[src/rtl/download_tx.sv]
// download_tx: memory-dump UART transmitter sending a 16-bit length header then LENGTH bytes as 8N1
// Ports:
//   clk, rst_n (async active-low), clk_enable (global advance, everything holds when low)
//   start/length/base_addr : dump request, sampled only when idle
//   mem_re/mem_addr/mem_rdata : memory read port, data valid one enabled cycle after mem_re
//   tx : serial line (idle high); busy : dump in progress; done : one-cycle completion pulse
module download_tx #(
  parameter int CLOCK_RATE = 25175000,
  parameter int BAUD_RATE  = 9600,
  parameter int ADDR_WIDTH = 32
) (
  input  logic                  clk,
  input  logic                  rst_n,
  input  logic                  clk_enable,
  input  logic                  start,
  input  logic [15:0]           length,
  input  logic [ADDR_WIDTH-1:0] base_addr,
  output logic                  mem_re,
  output logic [ADDR_WIDTH-1:0] mem_addr,
  input  logic [7:0]            mem_rdata,
  output logic                  tx,
  output logic                  busy,
  output logic                  done
);
  localparam int CPB = CLOCK_RATE / BAUD_RATE;
  localparam int BW  = (CPB > 1) ? $clog2(CPB) : 1;
  typedef enum logic [2:0] {IDLE, LOAD, FETCH, WAIT, SHIFT, FINISH} state_t;
  state_t r_state, w_next;
  logic [15:0]           r_len, r_rem;
  logic [1:0]            r_idx;
  logic [ADDR_WIDTH-1:0] r_cur, r_addr;
  logic [9:0]            r_frame;
  logic [3:0]            r_bit;
  logic [BW-1:0]         r_baud;
  logic                  w_bit_end, w_frame_end;
  assign w_bit_end   = r_baud == BW'(CPB - 1);
  assign w_frame_end = w_bit_end && r_bit == 4'd9;
  assign mem_re   = r_state == FETCH;
  assign mem_addr = r_addr;
  assign done     = r_state == FINISH;
  assign busy     = r_state != IDLE && r_state != FINISH;
  // The frame register holds {stop, data, start}; bit 0 is always the bit on the line.
  assign tx       = r_state == SHIFT ? r_frame[0] : 1'b1;
  always_comb begin
    w_next = r_state;
    case (r_state)
      IDLE:    w_next = start ? LOAD : IDLE;
      LOAD:    w_next = r_idx < 2'd2 ? SHIFT : (r_rem != 16'd0 ? FETCH : FINISH);
      FETCH:   w_next = WAIT;
      WAIT:    w_next = SHIFT;
      SHIFT:   w_next = w_frame_end ? LOAD : SHIFT;
      FINISH:  w_next = IDLE;
      default: w_next = IDLE;
    endcase
  end
  always_ff @(posedge clk or negedge rst_n)
    if (!rst_n) r_state <= IDLE;
    else if (clk_enable) r_state <= w_next;
  always_ff @(posedge clk or negedge rst_n) begin
    if (!rst_n) begin
      r_len   <= '0;
      r_rem   <= '0;
      r_idx   <= '0;
      r_cur   <= '0;
      r_addr  <= '0;
      r_frame <= '1;
      r_bit   <= '0;
      r_baud  <= '0;
    end else if (clk_enable) begin
      case (r_state)
        IDLE: if (start) begin
          r_len <= length;
          r_rem <= length;
          r_cur <= base_addr;
          r_idx <= '0;
        end
        LOAD: begin
          // r_idx saturates at 2: the two header bytes come from the latched length.
          if (r_idx < 2'd2) begin
            r_frame <= {1'b1, r_idx[0] ? r_len[7:0] : r_len[15:8], 1'b0};
            r_idx   <= r_idx + 2'd1;
          end else if (r_rem != 16'd0) r_addr <= r_cur;
          r_baud <= '0;
          r_bit  <= '0;
        end
        WAIT: begin
          r_frame <= {1'b1, mem_rdata, 1'b0};
          r_cur   <= r_cur + 1'b1;
          r_rem   <= r_rem - 16'd1;
        end
        SHIFT: if (w_bit_end) begin
          r_baud  <= '0;
          r_bit   <= r_bit + 4'd1;
          r_frame <= {1'b1, r_frame[9:1]};
        end else r_baud <= r_baud + 1'b1;
        default: ;
      endcase
    end
  end
endmodule

[config.mk]
export PLATFORM = sky130hd
export DESIGN_NAME = download_tx
export DESIGN_NICKNAME = d
export VERILOG_FILES = /design/src/rtl/download_tx.sv
export SDC_FILE = /design/constraint.sdc
export NUM_CORES = 1
export LEC_CHECK = 0
export ABC_CLOCK_PERIOD_IN_PS = 6900
export BUFFER_PORTS_ARGS = -buffer_cell sky130_fd_sc_hd__buf_4
export CAP_MARGIN = 10
export CORE_ASPECT_RATIO = 1.75
export CORE_MARGIN = 2
export CORE_UTILIZATION = 55
export CTS_CLUSTER_SIZE = 30
export DETAILED_ROUTE_END_ITERATION = 10
export GPL_TIMING_DRIVEN = 0
export PLACE_DENSITY = 0.77
export SYNTH_ARGS = -nofsm -noshare
export SYNTH_HDL_FRONTEND = slang
export SYNTH_SLANG_ARGS = --single-unit
[constraint.sdc]
create_clock -name clk -period 6.9 [get_ports clk]
set_clock_uncertainty 0.1 [all_clocks]
set_input_delay 0 -clock clk [delete_from_list [all_inputs] [get_ports clk]]
set_output_delay 0 -clock clk [all_outputs]
set_load 0.01 [all_outputs]
==> results by stage <==
Synthesis:
- The Yosys step of the flow raised 0 warnings.
- The commonest register cell after synthesis is sky130_fd_sc_hd__dfrtp_1.
- After synthesis, the mean cell area works out to slightly above 9 um^2.
- The area share of and/or/nand/nor cells after synthesis is 0.212.
- The count of different cell masters after synthesis is 69.
- The sequential-to-total area share from yosys stat is 0.457.
- The share of synthesized cell area in full adder, half adder and majority cells is 0.0108.
- The mux share of post-synthesis cell area is 0.0865.
- The number of flip-flops and latches in the synthesized netlist is ~130.
- The synthesized netlist cell count is 743.
- The largest family of logic cells by synthesized area is simple AND/OR/NAND/NOR gates.
- The net count of the mapped netlist is 809.
- The number of synthesized flops with an enable pin is 0.
- Counting flops with an async set or reset pin after synthesis yields a share of 1.00.
- The combined area of all synthesized cells is a little under 0.007 mm^2.
- Of the total synthesized cell area, the portion taken by XOR and XNOR cells is 0.0101.
- The area fraction in compound gates after synthesis is 0.180.

Layout:
- The sequential standard cell area is 0.00316 mm^2.
- The commonest non-fill, non-tap cell in the layout is sky130_fd_sc_hd__nand2_1.
- The number of antenna diodes in the final layout is 0.
- The count of fill cells added during filler insertion is between 800 and 900.
- In the layout the commonest cells are 118 x sky130_fd_sc_hd__nand2_1, 117 x sky130_fd_sc_hd__dfrtp_1, 94 x sky130_fd_sc_hd__buf_4.
- At the end of the flow the core is filled with cells to 0.732.
- The combined area of the multi-input logic cells is about 0.0035 mm^2.
- Excluding fillers, the count of instances in the completed layout stands at 1098.
- At the end of the flow, the number of nets in the layout was approximately 980.
- The area overhead of the layout relative to synthesis is 30.7%.
- Of the cells placed in the final design, the portion with a size suffix greater than 1 is 0.224.
- The total non-filler cell area in the finished layout is 0.00905 mm^2.

STA:
- Based on the critical path, the design can be clocked at up to approximately 370 MHz.
- The worst hold slack after final layout is -4.05 ps.
- For the pin with the worst max-slew slack, the measured transition is 789 ps.
- For the finished layout, the period the worst path requires is 2670 ps.
- Setup violations remaining at the end of the flow were counted as 0.
- Setup repair after global routing left no endpoint under its margin.
- For the final routed database, the setup TNS stands at 0 ps.
- The relative slew slack is 0.474.
- The number of hold violations in the final report is 9.
- Dividing the final minimum period by the clock period gives 0.387.
- The final worst slack is about 4200 ps.
- The final-report max-slew violation count is 0.

Floorplanning:
- The number of placement rows is 54.
- The die area is roughly 0.014 mm^2.
- The total area inside the core boundary comes to 0.0124 mm^2.
- The vertical extent of the die is between 150 and 200 um.
- The initial core utilization is 0.560.
- The die boundary width is between 80 and 90 um.
- The number of primary I/O pins is 96.

Power:
- The switching share of power is 0.333.
- The cell-internal power is 1.79 mW.
- The leakage power summed over all cells is approximately 4 nW.
- The sequential share of power is 0.454.
- The design draws between 2 and 3 mW.
- Dividing total power by cell area gives a power density of a little under 300 mW/mm^2.
- Of the total power, combinational logic draws 0.220.
- The clock power share is 0.326.
- The peak supply drop is between 0.15 and 0.2 mV.
- The net switching power is roughly 0.9 mW.

Critical path:
- The worst-path maximum fanout is 10.
- The slowest library cell on the worst path is sky130_fd_sc_hd__buf_1.
- The critical path launch point type is a flip-flop.
- The required time of the worst setup path is 7060 ps.
- Counting cells, the worst reg-to-reg path comes to 7.
- The setup path with the least slack is of type flip-flop to flip-flop.
- The largest stage delay on the critical path is 550 ps.
- The worst setup path is captured at a flip-flop.
- Traced cell by cell, the critical path runs through clkbuf_1 -> nand3b_1 -> buf_2 -> buf_1 -> nor2_1 -> o21ai_0 -> o21ai_0.
- The worst register-to-register path begins at r_state[2].
- The cell repeated most along the worst path is sky130_fd_sc_hd__o21ai_0.
- The slack of the worst reg-to-reg path is 4230 ps.
- The endpoint identified for the worst register-to-register timing path is r_rem[4].
- The worst endpoint data arrival time is around 2800 ps.

Clock network:
- The clock tree from TritonCTS is yes.
- The post-cts resize count is 0.
- The number of buffers inserted by hold repair at cts is 59.
- The number of buffers added by the clock tree synthesis step is 17.
- The maximum count of clock buffers along a single path is 2.
- The cell sitting at the root of the clock tree is a sky130_fd_sc_hd__clkbuf_16.
- The clock transition at the register clock pins on the worst setup and hold paths after CTS is ~60 ps.
- The number of sinks handled by clock tree synthesis is between 100 and 150.
- The number of setup buffers added after CTS is 0.
- The clock insertion delay at the later pin of the skew report is slightly above 400 ps.
- The H-tree was split into 4 levels.

Route:
- In the final routed layout, each cell accounts on average for between 15 and 20 um.
- After detailed routing, the number of remaining DRC violations is 0.
- The first detailed-routing pass ran for 5 iterations.
- The remaining antenna violation count after routing is 0.
- The per-cell via count in the routed design is 6.23.
- The starting DRC count in detailed routing is 635.
- The total routed wirelength is around 22000 um.
- The final route contains between 6000 and 7000 vias.

Global routing:
- The number of global-route vias before repair is between 6000 and 7000.
- The initial antenna violation count is 0.
- Entering global routing, the biggest net connects 84 pins.
- For this run the aggregate overflow at the end of global routing stands at 0.
- The global-route wire length before repair is 34600 um.
- In the global route stage, overall resource usage came out at 0.327.

Place:
- The standard cell area after detailed placement is roughly 0.008 mm^2.
- The placed wire-length estimate is approximately 15000 um.
- At the end of routability-driven placement, the weighted congestion stood at around 0.93.
- The minimum setup slack after placement is 4380 ps.
- The number of placed instances, taps included is 1007.
- The count of input and output buffers is 95.

Status:
- The flow ran to the end, but the final reports show violations.
- The checks that failed: hold timing.

Min path:
- In this run the worst hold path is classified as primary input to async pin.

Job:
- Max-cap violations in this run came to 0.
[per-layer routing]
layer / GRT usage / up-vias / part of all wire
met4: 0.175 / 0 / 0.052
met1: 0.388 / 3285 / 0.36
met2: 0.551 / 412 / 0.52
li1: - / 3044 / -
met5: 0 / - / 0
met3: 0.0536 / 100 / 0.070
[state kept, by name (all words and copies together) (netlist names)]
signal    cells
mem_addr     32
r_bit         4
r_cur        32
r_rem        16
r_frame       9
r_len        16
r_idx         2
r_baud       12
r_state       3
[power groups by stage]
stage	combinational, mW	clock, mW	sequential [mW]
final	0.592	0.877	1.22
after global placement	0.517	0	1.20
after detailed placement	0.548	0	1.21
after floorplan	0.415	0	1.13
after global routing	0.654	0.913	1.24
after CTS	0.581	0.880	1.20
[critical path, delay by kind of cell (launching register included)]
kind                   cells  cell delay [ps]
buffers and inverters      3             1290
DFF                        1              470
AOI/OAI and AO/OA          2              250
and+or+nand+nor            2              400
[final cells by class]
type,count,share of cell area
plain buffers,46,0.0271
clock buffers,22,0.0513
clock inverters,10,0.0126
inverters,15,0.00622
multi-input cells,556,0.382
flip-flops and latches,126,0.350
well taps,168,0.0232
repair buffers,155,0.148
[worst max path at each step]
stage               startpoint            to  slack [ps]  cells after the start
finish              r_state[2]      r_rem[4]        4230                      7
CTS                 r_state[2]      r_rem[4]        4350                      7
global route        r_state[2]      r_rem[4]        4180                      7
floorplan             r_rem[0]  mem_addr[10]        4730                      9
global placement    r_state[2]      r_rem[4]        4420                      7
detailed placement  r_state[2]      r_rem[4]        4380                      7
[kinds of logic (layout without fill, tap and decap cells)]
kind of cell	after synthesis	in the layout
XOR/XNOR	8	8
AO/OA/AOI/OAI	200	200
multiplexers	44	44
buffers and inverters	61	248
flip-flops	126	126
adder cells (fa/ha/maj)	6	6
AND/OR/NAND/NOR	298	298
[Yosys cell counts, types with 4 or more instances]
master                        n  share of area
sky130_fd_sc_hd__nand3_1     26          0.019
sky130_fd_sc_hd__a31oi_1     17          0.015
sky130_fd_sc_hd__o21ai_0     42          0.030
sky130_fd_sc_hd__a22o_1       7         0.0089
sky130_fd_sc_hd__nand4_1     15          0.014
sky130_fd_sc_hd__or3_1        6         0.0054
sky130_fd_sc_hd__and3_1      10         0.0090
sky130_fd_sc_hd__inv_1       14         0.0076
sky130_fd_sc_hd__o22a_1       8          0.010
sky130_fd_sc_hd__buf_2       12         0.0087
sky130_fd_sc_hd__clkbuf_1    23          0.012
sky130_fd_sc_hd__o31ai_1      4         0.0043
sky130_fd_sc_hd__buf_1        6         0.0033
sky130_fd_sc_hd__nor3_1      19          0.014
sky130_fd_sc_hd__nand2_1    118          0.064
sky130_fd_sc_hd__dfrtp_1    117           0.42
sky130_fd_sc_hd__nor2_1      57          0.031
sky130_fd_sc_hd__dfstp_2      9          0.034
sky130_fd_sc_hd__a311oi_1     4         0.0051
sky130_fd_sc_hd__xnor2_1      5         0.0063
sky130_fd_sc_hd__a2bb2oi_1    8          0.010
sky130_fd_sc_hd__ha_1         6          0.011
sky130_fd_sc_hd__mux2_4      29          0.063
sky130_fd_sc_hd__nand2b_1     6         0.0054
sky130_fd_sc_hd__a21oi_1     66          0.048
sky130_fd_sc_hd__mux2i_1      4         0.0058
sky130_fd_sc_hd__o22ai_1     16          0.014
sky130_fd_sc_hd__mux2_2      11          0.018
sky130_fd_sc_hd__and2_1       7         0.0063
No activity file was read; power rests on OpenSTA's default activity.
